$ cat config.mk
export PLATFORM = sky130hd
export DESIGN_NAME = mul_sequencer
export DESIGN_NICKNAME = d
export VERILOG_FILES = /design/src/rtl/mul_sequencer.sv
export SDC_FILE = /design/constraint.sdc
export NUM_CORES = 1
export LEC_CHECK = 0
export CAP_MARGIN = 10
export CORE_MARGIN = 1
export CORE_UTILIZATION = 39
export CTS_BUF_LIST = sky130_fd_sc_hd__clkbuf_16
export CTS_CLUSTER_DIAMETER = 200
export CTS_CLUSTER_SIZE = 25
export DETAILED_ROUTE_END_ITERATION = 6
export DONT_BUFFER_PORTS = 1
export HOLD_SLACK_MARGIN = 0.02
export PLACE_DENSITY_LB_ADDON = 0.08
export SLEW_MARGIN = 10
export SYNTH_ARGS = -nofsm -noshare
export SYNTH_HDL_FRONTEND = slang
export SYNTH_SLANG_ARGS = --single-unit
$ cat constraint.sdc
create_clock -name clk -period 9.84 [get_ports clk]
set_input_delay 1.968 -clock clk [delete_from_list [all_inputs] [get_ports clk]]
set_output_delay 1.968 -clock clk [all_outputs]
set_load 0.05 [all_outputs]
$ cat src/rtl/mul_sequencer.sv
// Multi-cycle shift-add controller for the EX-stage MUL: stalls the pipe, iterates, then presents the low product bits.
// Optional early termination on an exhausted multiplier is enabled by defining MUL_EARLY_EXIT_EN.
module mul_sequencer #(
  parameter int unsigned DATA_W   = 64,
  parameter logic [3:0]  MUL_CODE = 4'd8,
  parameter int unsigned CNT_W    = $clog2(DATA_W) + 1
) (
  input  logic              clk,
  input  logic              arst,
  input  logic              en,
  input  logic              flush,
  input  logic [3:0]        alu_control,
  input  logic [DATA_W-1:0] operand_a,
  input  logic [DATA_W-1:0] operand_b,
  output logic              stall,
  output logic              busy,
  output logic [DATA_W-1:0] result,
  output logic              result_valid
);

  localparam logic [1:0] S_IDLE = 2'd0;
  localparam logic [1:0] S_BUSY = 2'd1;
  localparam logic [1:0] S_DONE = 2'd2;

  logic [1:0]        r_state;
  logic [1:0]        w_state_nxt;
  logic [DATA_W-1:0] r_acc;
  logic [DATA_W-1:0] w_acc_nxt;
  logic [DATA_W-1:0] r_mcand;
  logic [DATA_W-1:0] w_mcand_nxt;
  logic [DATA_W-1:0] r_mplier;
  logic [DATA_W-1:0] w_mplier_nxt;
  logic [CNT_W-1:0]  r_cnt;
  logic [CNT_W-1:0]  w_cnt_nxt;

  logic              w_req;
  logic [DATA_W-1:0] w_mplier_shr;
  logic [DATA_W-1:0] w_acc_add;
  logic              w_last;

  // Reset is folded into the request so the combinational stall drops the moment arst rises.
  assign w_req        = (alu_control == MUL_CODE) & en & ~flush & ~arst;
  assign w_mplier_shr = r_mplier >> 1;
  assign w_acc_add    = r_acc + r_mcand;

`ifdef MUL_EARLY_EXIT_EN
  assign w_last = (r_cnt == CNT_W'(1)) | (w_mplier_shr == '0);
`else
  assign w_last = (r_cnt == CNT_W'(1));
`endif

  assign busy = (r_state != S_IDLE);

  // State and datapath registers
  always_ff @(posedge clk or posedge arst) begin
    if (arst) begin
      r_state  <= S_IDLE;
      r_acc    <= '0;
      r_mcand  <= '0;
      r_mplier <= '0;
      r_cnt    <= '0;
    end else begin
      r_state  <= w_state_nxt;
      r_acc    <= w_acc_nxt;
      r_mcand  <= w_mcand_nxt;
      r_mplier <= w_mplier_nxt;
      r_cnt    <= w_cnt_nxt;
    end
  end

  // Next-state, datapath step and outputs
  always_comb begin
    w_state_nxt  = r_state;
    w_acc_nxt    = r_acc;
    w_mcand_nxt  = r_mcand;
    w_mplier_nxt = r_mplier;
    w_cnt_nxt    = r_cnt;
    stall        = 1'b0;
    result       = '0;
    result_valid = 1'b0;

    case (r_state)
      S_IDLE: begin
        stall = w_req;
        if (w_req) begin
          w_mcand_nxt  = operand_a;
          w_mplier_nxt = operand_b;
          w_acc_nxt    = '0;
          w_cnt_nxt    = CNT_W'(DATA_W);
`ifdef MUL_EARLY_EXIT_EN
          w_state_nxt  = (operand_b == '0) ? S_DONE : S_BUSY;
`else
          w_state_nxt  = S_BUSY;
`endif
        end
      end

      S_BUSY: begin
        if (flush) begin
          w_state_nxt = S_IDLE;
        end else begin
          stall        = 1'b1;
          if (r_mplier[0]) begin
            w_acc_nxt = w_acc_add;
          end
          w_mcand_nxt  = r_mcand << 1;
          w_mplier_nxt = w_mplier_shr;
          w_cnt_nxt    = r_cnt - CNT_W'(1);
          if (w_last) begin
            w_state_nxt = S_DONE;
          end
        end
      end

      S_DONE: begin
        if (flush) begin
          w_state_nxt = S_IDLE;
        end else begin
          result_valid = 1'b1;
          result       = r_acc;
          // The MUL leaves EX on this edge; IDLE sees the following instruction, not a retrigger.
          if (en) begin
            w_state_nxt = S_IDLE;
          end
        end
      end

      default: begin
        w_state_nxt = S_IDLE;
      end
    endcase
  end

endmodule

==> After elaboration in Yosys (flattened, before gate mapping) <==
Cells that the tools add are included.
{ "totals": {"regBits": 201, "word_cells": 51, "out_inout_bits": 67, "inputBits": 136} }
{ "op_classes": {"eq_ne": 9, "add_sub_neg": 2, "mux": 24, "reduce_logical": 6, "n_bitwise": 5} }
{ "ops": {"columns": ["operator", "n"], "rows": [
  ["$mux 64", 9],
  ["$pmux 64 s2", 3],
  ["$add 64x64->64", 1],
  ["$mux 7", 2],
  ["$pmux 7 s2", 1],
  ["$mux 2", 5],
  ["$eq 7x1->1 const B", 1],
  ["$sub 7x1->7 const B", 1],
  ["$ne 2x2->1 const B", 3],
  ["$ne 3x3->1 const B", 2],
  ["$pmux 2 s3", 1],
  ["$reduce_and 3->1", 2],
  ["$eq 4x4->1 const B", 1],
  ["$reduce_and 4->1", 1],
  ["$reduce_bool 2->1", 2],
  ["$and 1x1->1", 3],
  ["$eq 2x1->1 const B", 1],
  ["$eq 2x2->1 const B", 1],
  ["$logic_not 2->1", 1],
  ["$mux 1", 2],
  ["$not 1->1", 2],
  ["$pmux 1 s2", 1]
]} }

==> Longest topological paths before layout <==
Gate-level depths: netlist of the first run.
{ "depth": {"word_depth": 6, "depth_mapped": 14, "mapped_depth_nobuf": 14} }

==> Least setup slack after synthesis of the first run <==
No wires, ideal clock.
{ "synth_timing": {"path_kind": "input to output", "from": "in arst", "to": "out stall", "stages": 7, "path_slack_ns": -0.598, "required_ns": 7.872, "arrival_time_ns": 8.470, "n_path_buf": 2, "path_cell_list": "inv_1 -> nand3_1 -> nor4_2 -> nor2_1 -> inv_1 -> clkbuf_1 -> clkbuf_1"} }
{ "synth_via": {"elab_chain_cells": 3} }
{ "synth_rtl": {"columns": ["element", "line", "text"], "rows": [
  ["from (decl)", "9", "input logic arst,"],
  ["$not 1->1", "42", "assign w_req = (alu_control == MUL_CODE) & en & ~flush & ~arst;"],
  ["$and 1x1->1", "42", null],
  ["$pmux 1 s2", "82", "case (r_state)"],
  ["to (decl)", "15", "output logic stall,"]
]} }
Every way passes these cells.

==> Worst setup path after layout of the first run <==
{ "layout_timing": {"from": "in alu_control[1]", "to": "out stall"} }
{ "layout_via": {"elab_chain_cells": 5} }
{ "layout_rtl": {"columns": ["element", "line", "text"], "rows": [
  ["from (decl)", "12", "input logic [3:0] alu_control,"],
  ["$eq 4x4->1", "42", null],
  ["$and 1x1->1 (3 in series)", "42", null],
  ["$pmux 1 s2", "82", null]
]} }
Every way passes these cells.

==> out/metrics.yaml, run 1 <==
stdcell_count: 1858
synth_most_common_cell: "nand2_1"
drt-pass1-iter-count: 5
rr_startpoint: "r_acc[0]"
ff2ff_path_depth: 14
clockBufferDepth: 3
fin_skew_ps: 29.0
netlist_instances: 1531
fin_crit_sh: 0.573
grt.busiest_layer: "met2"
drive_gt1_frac: 0.0419
hold_depth: 2
hold_path.class: "register to register"
holdCritStartpoint: "r_acc[31]"
max_freq_ghz: 0.177
setup_viol: 0
synth_area_leaders: "dfrtp_1 40%, nand2_1 10%, a31oi_1 6.8%"
grt_first_pass_wirelength_mm: 52.5
path_class: "primary input to primary output"
diodes: 0
fp.coreArea_um2: 31600
insertion_delay_ps: 490
drtAntennaViolNets: 0
worstPathRequired_ps: 7870
num_rows: 65
total_power_uw: 2880
maxCapViolations: 0
synth_area_leader_cell: "dfrtp_1"
cts_sinks: 201
cts_max_level: 1
gp_congestion: 0.847
nets: 1657
utilization: 0.415
synth_commonest_cells: "334 x nand2_1, 201 x dfrtp_1, 155 x nor2_1"
min_to: "r_acc[31]"
critPathMaxFanout: 101
tns_ps: 0
hold_violations: 0
cts_buffers: 12
outcome: "finished clean"
reg2reg_slack_ps: 6080
slew_violations: 0
drc: 0
synth_edf_count: 0
slew_headroom: 0.252
met2_usage: 0.332
cts_tree: "done"
place_inst: 1843
met3_usage: 0.0381
whs_ps: 520
cts-resized-gates: 0
grt_pass1_vias: 9903
power_density_nw_per_um2: 219
area_growth_pct: 4.74
die_w_um: 181
r2r-end: "r_acc[62]"
dieArea_um2: 32800
vias: 10300
hold_buffers: 0
placement.io_buffers: 0
die-height_um: 181
cp-start-kind: "primary input"
worstPathArrival_ps: 3670
use_met1: 0.262
syn-num-nets: 1733
leakagePower_uw: 0.00599
ys.flop_type: "dfrtp_1"
start_util: 0.397
crit_path_end_kind: "primary output"
synth-async-reset-ratio: 1.00
avgSynthCellArea_um2: 8.17
synth-seq-cells: 201
fill_cells: 3274
synth_top_area_frac: 0.402
vias_per_cell: 5.56
ios: 203
tightestPinTransition_ps: 1120
drtIter0Drc: 556
dp_hpwl_mm: 23.3
grtUsageTotal: 0.195
overflow: 0
avgRoutedWirePerCell_um: 17.6
netlist_area_um2: 12500
root_buffer: "clkbuf_16"
wl_mm: 32.8
cts_setup_buffers: 0
cts.clk_slew.worst_paths_ps: 100
ys_types: 75
yosysWarningCount: 0
grt_max_degree: 102
rsz0062_at_grt: "no"
seq_area_frac_synth: 0.402
antenna_found_initial: 0
ir_drop_v: 0.0000985
min_period_ps: 5630
flip-flops by register name, summed over array words and instances (netlist names):
signal,flops
r_cnt,7
r_mcand,64
r_mplier,64
r_acc,64
r_state,2
placed cells by master (no fill, tap or decap), types with 4 or more instances in the layout:
master and instances:
nand4_1 13, dfrtp_1 201, clkbuf_16 13, a211oi_1 6, nor2b_1 9, o21a_1 5, and4_1 4, inv_1 17
xnor2_1 35, xor2_1 28, and3_1 9, nor3_1 6, nand2b_1 4, o21bai_1 10, a21o_1 54, o21ai_0 86
a31oi_1 136, nor2_1 154, nand3_1 36, a221o_1 4, and2_1 71, buf_4 11, ha_1 65, nand2_1 333
o21ai_1 10, a21oi_1 58
per-layer routing:
| layer | wire (um) | up-vias |
|---|---|---|
| li1 | - | 5162 |
| met1 | 15400 | 4945 |
| met2 | 15400 | 200 |
| met3 | 1730 | 19 |
| met4 | 339 | 0 |
| met5 | 0 | - |
power breakdown:
| group | switching [uW] | internal (uW) | leakage [uW] | total (uW) |
|---|---|---|---|---|
| Combinational | 653 | 493 | 0.00339 | 1150 |
| Sequential | 166 | 1020 | 0.00242 | 1190 |
| Clock | 299 | 244 | 0.000177 | 544 |
stage by stage:
| step | setup WS (ps) | cell area [um^2] |
|---|---|---|
| after floorplan | 1450 | 12500 |
| after global routing | 4040 | 13100 |
| after detailed placement | 4200 | 12700 |
| after CTS | 4200 | 13100 |
| final | 4210 | 13100 |
| after global placement | 4260 | 12700 |
layout make-up:
class	count	area [um^2]	area share
flip-flops and latches	201	5030	0.384
well taps	402	503	0.0384
repair buffers	11	82.6	0.00630
multi-input cells	1211	7050	0.538
clock buffers	13	325	0.0248
clock inverters	2	33.8	0.00258
inverters	18	78.8	0.00601
worst max-delay path by stage:
stage / from / to / slack [ps]
after floorplan: arst / stall / 1450
after global placement: alu_control[1] / stall / 4260
after detailed placement: alu_control[1] / stall / 4200
after CTS: alu_control[1] / stall / 4200
after global routing: alu_control[1] / stall / 4040
final: alu_control[1] / stall / 4210
worst max-delay path, stage by stage:
cell     delay, ps
nor4b_1        470
nand3_1        200
nor4_2         160
buf_4          210
nor2_1         130
inv_8          410
cells by family (layout without fill, tap and decap cells):
logic type               after synthesis  count (layout)  synth area share
XOR/XNOR                              63              63            0.0441
buffers and inverters                119              44            0.0368
flip-flops                           201             201             0.402
adder cells (fa/ha/maj)               66              66            0.0666
multiplexers                           2               2           0.00170
AND/OR/NAND/NOR                      665             665             0.234
AO/OA/AOI/OAI                        415             415             0.215
(Power assumes the default switching activity.)
==> run 2: changes to the inputs <==
==> constraint.sdc (replaced) <==
create_clock -name clk -period 5 [get_ports clk]
set_input_delay 1 -clock clk [delete_from_list [all_inputs] [get_ports clk]]
set_output_delay 1 -clock clk [all_outputs]
set_load 0.05 [all_outputs]
==> out/metrics.yaml, run 2 (synthesis gave the netlist of run 1 again) <==
regArea_um2: 5030  # unchanged
whs_ps: 411  # -109 ps
ir_drop_v: 0.000330  # +240%
switching_power_uw: 2190  # +96%
fp.coreArea_um2: 31600  # unchanged
cts_tree: "done"
drive_gt1_frac: 0.0480  # +0.00615
cts.clk_slew.worst_paths_ps: 110  # about the same
path_class: "register to register"
worstPathArrival_ps: 4050  # +380 ps
ios: 203  # unchanged
diodes: 0  # unchanged
leakagePower_uw: 0.00600  # +0.17%
power_density_nw_per_um2: 428  # +95%
drt-pass1-iter-count: 5  # unchanged
area_growth_pct: 5.25
top_regs: "r_acc x64, r_mcand x64, r_mplier x64"
root_buffer: "clkbuf_16"
min_period_ps: 3640
grt_first_pass_wirelength_mm: 53.6  # +2.1%
cts_buffers: 12  # unchanged
power_frac_clock: 0.185  # -0.004
cts-resized-gates: 0  # unchanged
outcome: "finished clean"
path_delay_family: "compound AO/OA/AOI/OAI gates"
clockBufferDepth: 3  # unchanged
cts_max_level: 1  # unchanged
die_w_um: 181  # unchanged
place_inst: 1844  # +0.054%
path_cells: "inv_1 -> fa_1 -> nor2b_1 -> o2111ai_1 -> a21o_1 -> a21oi_1 -> o21ai_2 -> o31ai_2 -> a31oi_2 -> o31ai_2 -> a41oi_1 -> xor2_1 -> o21ai_1"
wl_mm: 32.6  # -0.41%
max_freq_ghz: 0.274
slew_violations: 0  # unchanged
critPathMaxFanout: 4  # -96%
drtIter0Drc: 553  # -0.54%
fin_skew_ps: 26.0  # -3.03 ps
insertion_delay_ps: 490  # about the same
drc: 0  # unchanged
total_power_uw: 5630  # +96%
vias_per_cell: 5.51  # -0.87%
vias: 10200  # -0.81%
fill_cells: 3283  # +0.27%
cts_setup_buffers: 0  # unchanged
hold_path.class: "primary input to asynchronous set/reset pin"
tns_ps: 0  # unchanged
crit_buf_inv: 1  # -1
multi_input_comb_area_um2: 7090  # +0.57%
worstPathRequired_ps: 5410  # -2460 ps
antenna_found_initial: 0  # unchanged
reg2reg_slack_ps: 1360  # -4720 ps
tightestPinTransition_ps: 1150  # +26.7 ps
grt_max_degree: 102  # unchanged
crit_top_cell: "o31ai_2"
placement.io_buffers: 0  # unchanged
layout_common_cells: "333 x nand2_1, 201 x dfrtp_1, 154 x nor2_1, 136 x a31oi_1, 81 x o21ai_0"
nets: 1658  # +0.060%
slew_headroom: 0.234  # -0.0177
fin_crit_sh: 0.729
die-height_um: 181  # unchanged
rsz0062_at_grt: "no"
cp-start-kind: "register"
slowest_delay_ps: 500  # +30 ps
overflow: 0  # unchanged
p_int_uw: 3440  # +96%
dieArea_um2: 32800  # unchanged
drtAntennaViolNets: 0  # unchanged
hold_violations: 0  # unchanged
num_rows: 65  # unchanged
hold_buffers: 0  # unchanged
maxCapViolations: 0  # unchanged
stdcell_count: 1859  # +0.054%
layout_commonest_cell: "nand2_1"
grt_pass1_vias: 9947  # +0.44%
gp_congestion: 0.855  # +0.91%
dp_hpwl_mm: 23.4  # +0.57%
seqPwrFrac: 0.414  # about the same
cts_sinks: 201  # unchanged
crit_path_end_kind: "register"
pwr-share-comb: 0.401  # +0.003
swShare: 0.390  # +0.000871
grtUsageTotal: 0.200  # +0.00465
avgRoutedWirePerCell_um: 17.6  # -0.46%
start_util: 0.397  # unchanged
setup_viol: 0  # unchanged
slowest_stage: "dfrtp_1"
==> run 2: path summary, 6_finish.rpt <==
check | end | cells after the start | from
setup / recovery | r_acc[62] | 13 | r_acc[1]
max in group asynchronous | r_acc[47] | 2 | arst
setup reg to reg | r_acc[62] | 13 | r_acc[1]
min in group clk | r_mplier[35] | 2 | r_mplier[36]
hold / removal | r_mcand[11] | 1 | arst
hold reg to reg | r_mplier[35] | 2 | r_mplier[36]
==> run 2: through the flow <==
stage               instance area (um^2)   util  worst slack (ps)
global route                       13200  0.417               969
detailed placement                 12800  0.406              1340
global placement                   12800  0.406              1390
finish                             13200  0.417              1360
CTS                                13200  0.417              1340
floorplan                          12600      -             -1150
==> run 2: power by group through the flow <==
stage / sequential [uW] / clock [uW] / combinational [uW]
2_1_floorplan: 2240 / 0 / 1850
3_5_place_dp: 2370 / 0 / 2250
4_1_cts: 2340 / 1100 / 2260
3_3_place_gp: 2370 / 0 / 2240
5_1_grt: 2390 / 1140 / 2560
6_report: 2330 / 1040 / 2260
==> run 2: routing by layer <==
| metal | vias up | wire length, um | GRT usage | part of all wire |
|---|---|---|---|---|
| met5 | - | 0 | 0 | 0 |
| met4 | 0 | 440 | 0.0315 | 0.013 |
| met3 | 18 | 1640 | 0.0385 | 0.050 |
| met2 | 195 | 15000 | 0.333 | 0.46 |
| met1 | 4863 | 15600 | 0.273 | 0.48 |
| li1 | 5166 | - | - | - |
==> run 2: final cells by class <==
class | count | area share
clock buffers | 12 | 0.0228
clock inverters | 3 | 0.00380
inverters | 18 | 0.00598
multi-input cells | 1211 | 0.539
flip-flops and latches | 201 | 0.382
well taps | 402 | 0.0382
repair buffers | 12 | 0.00874
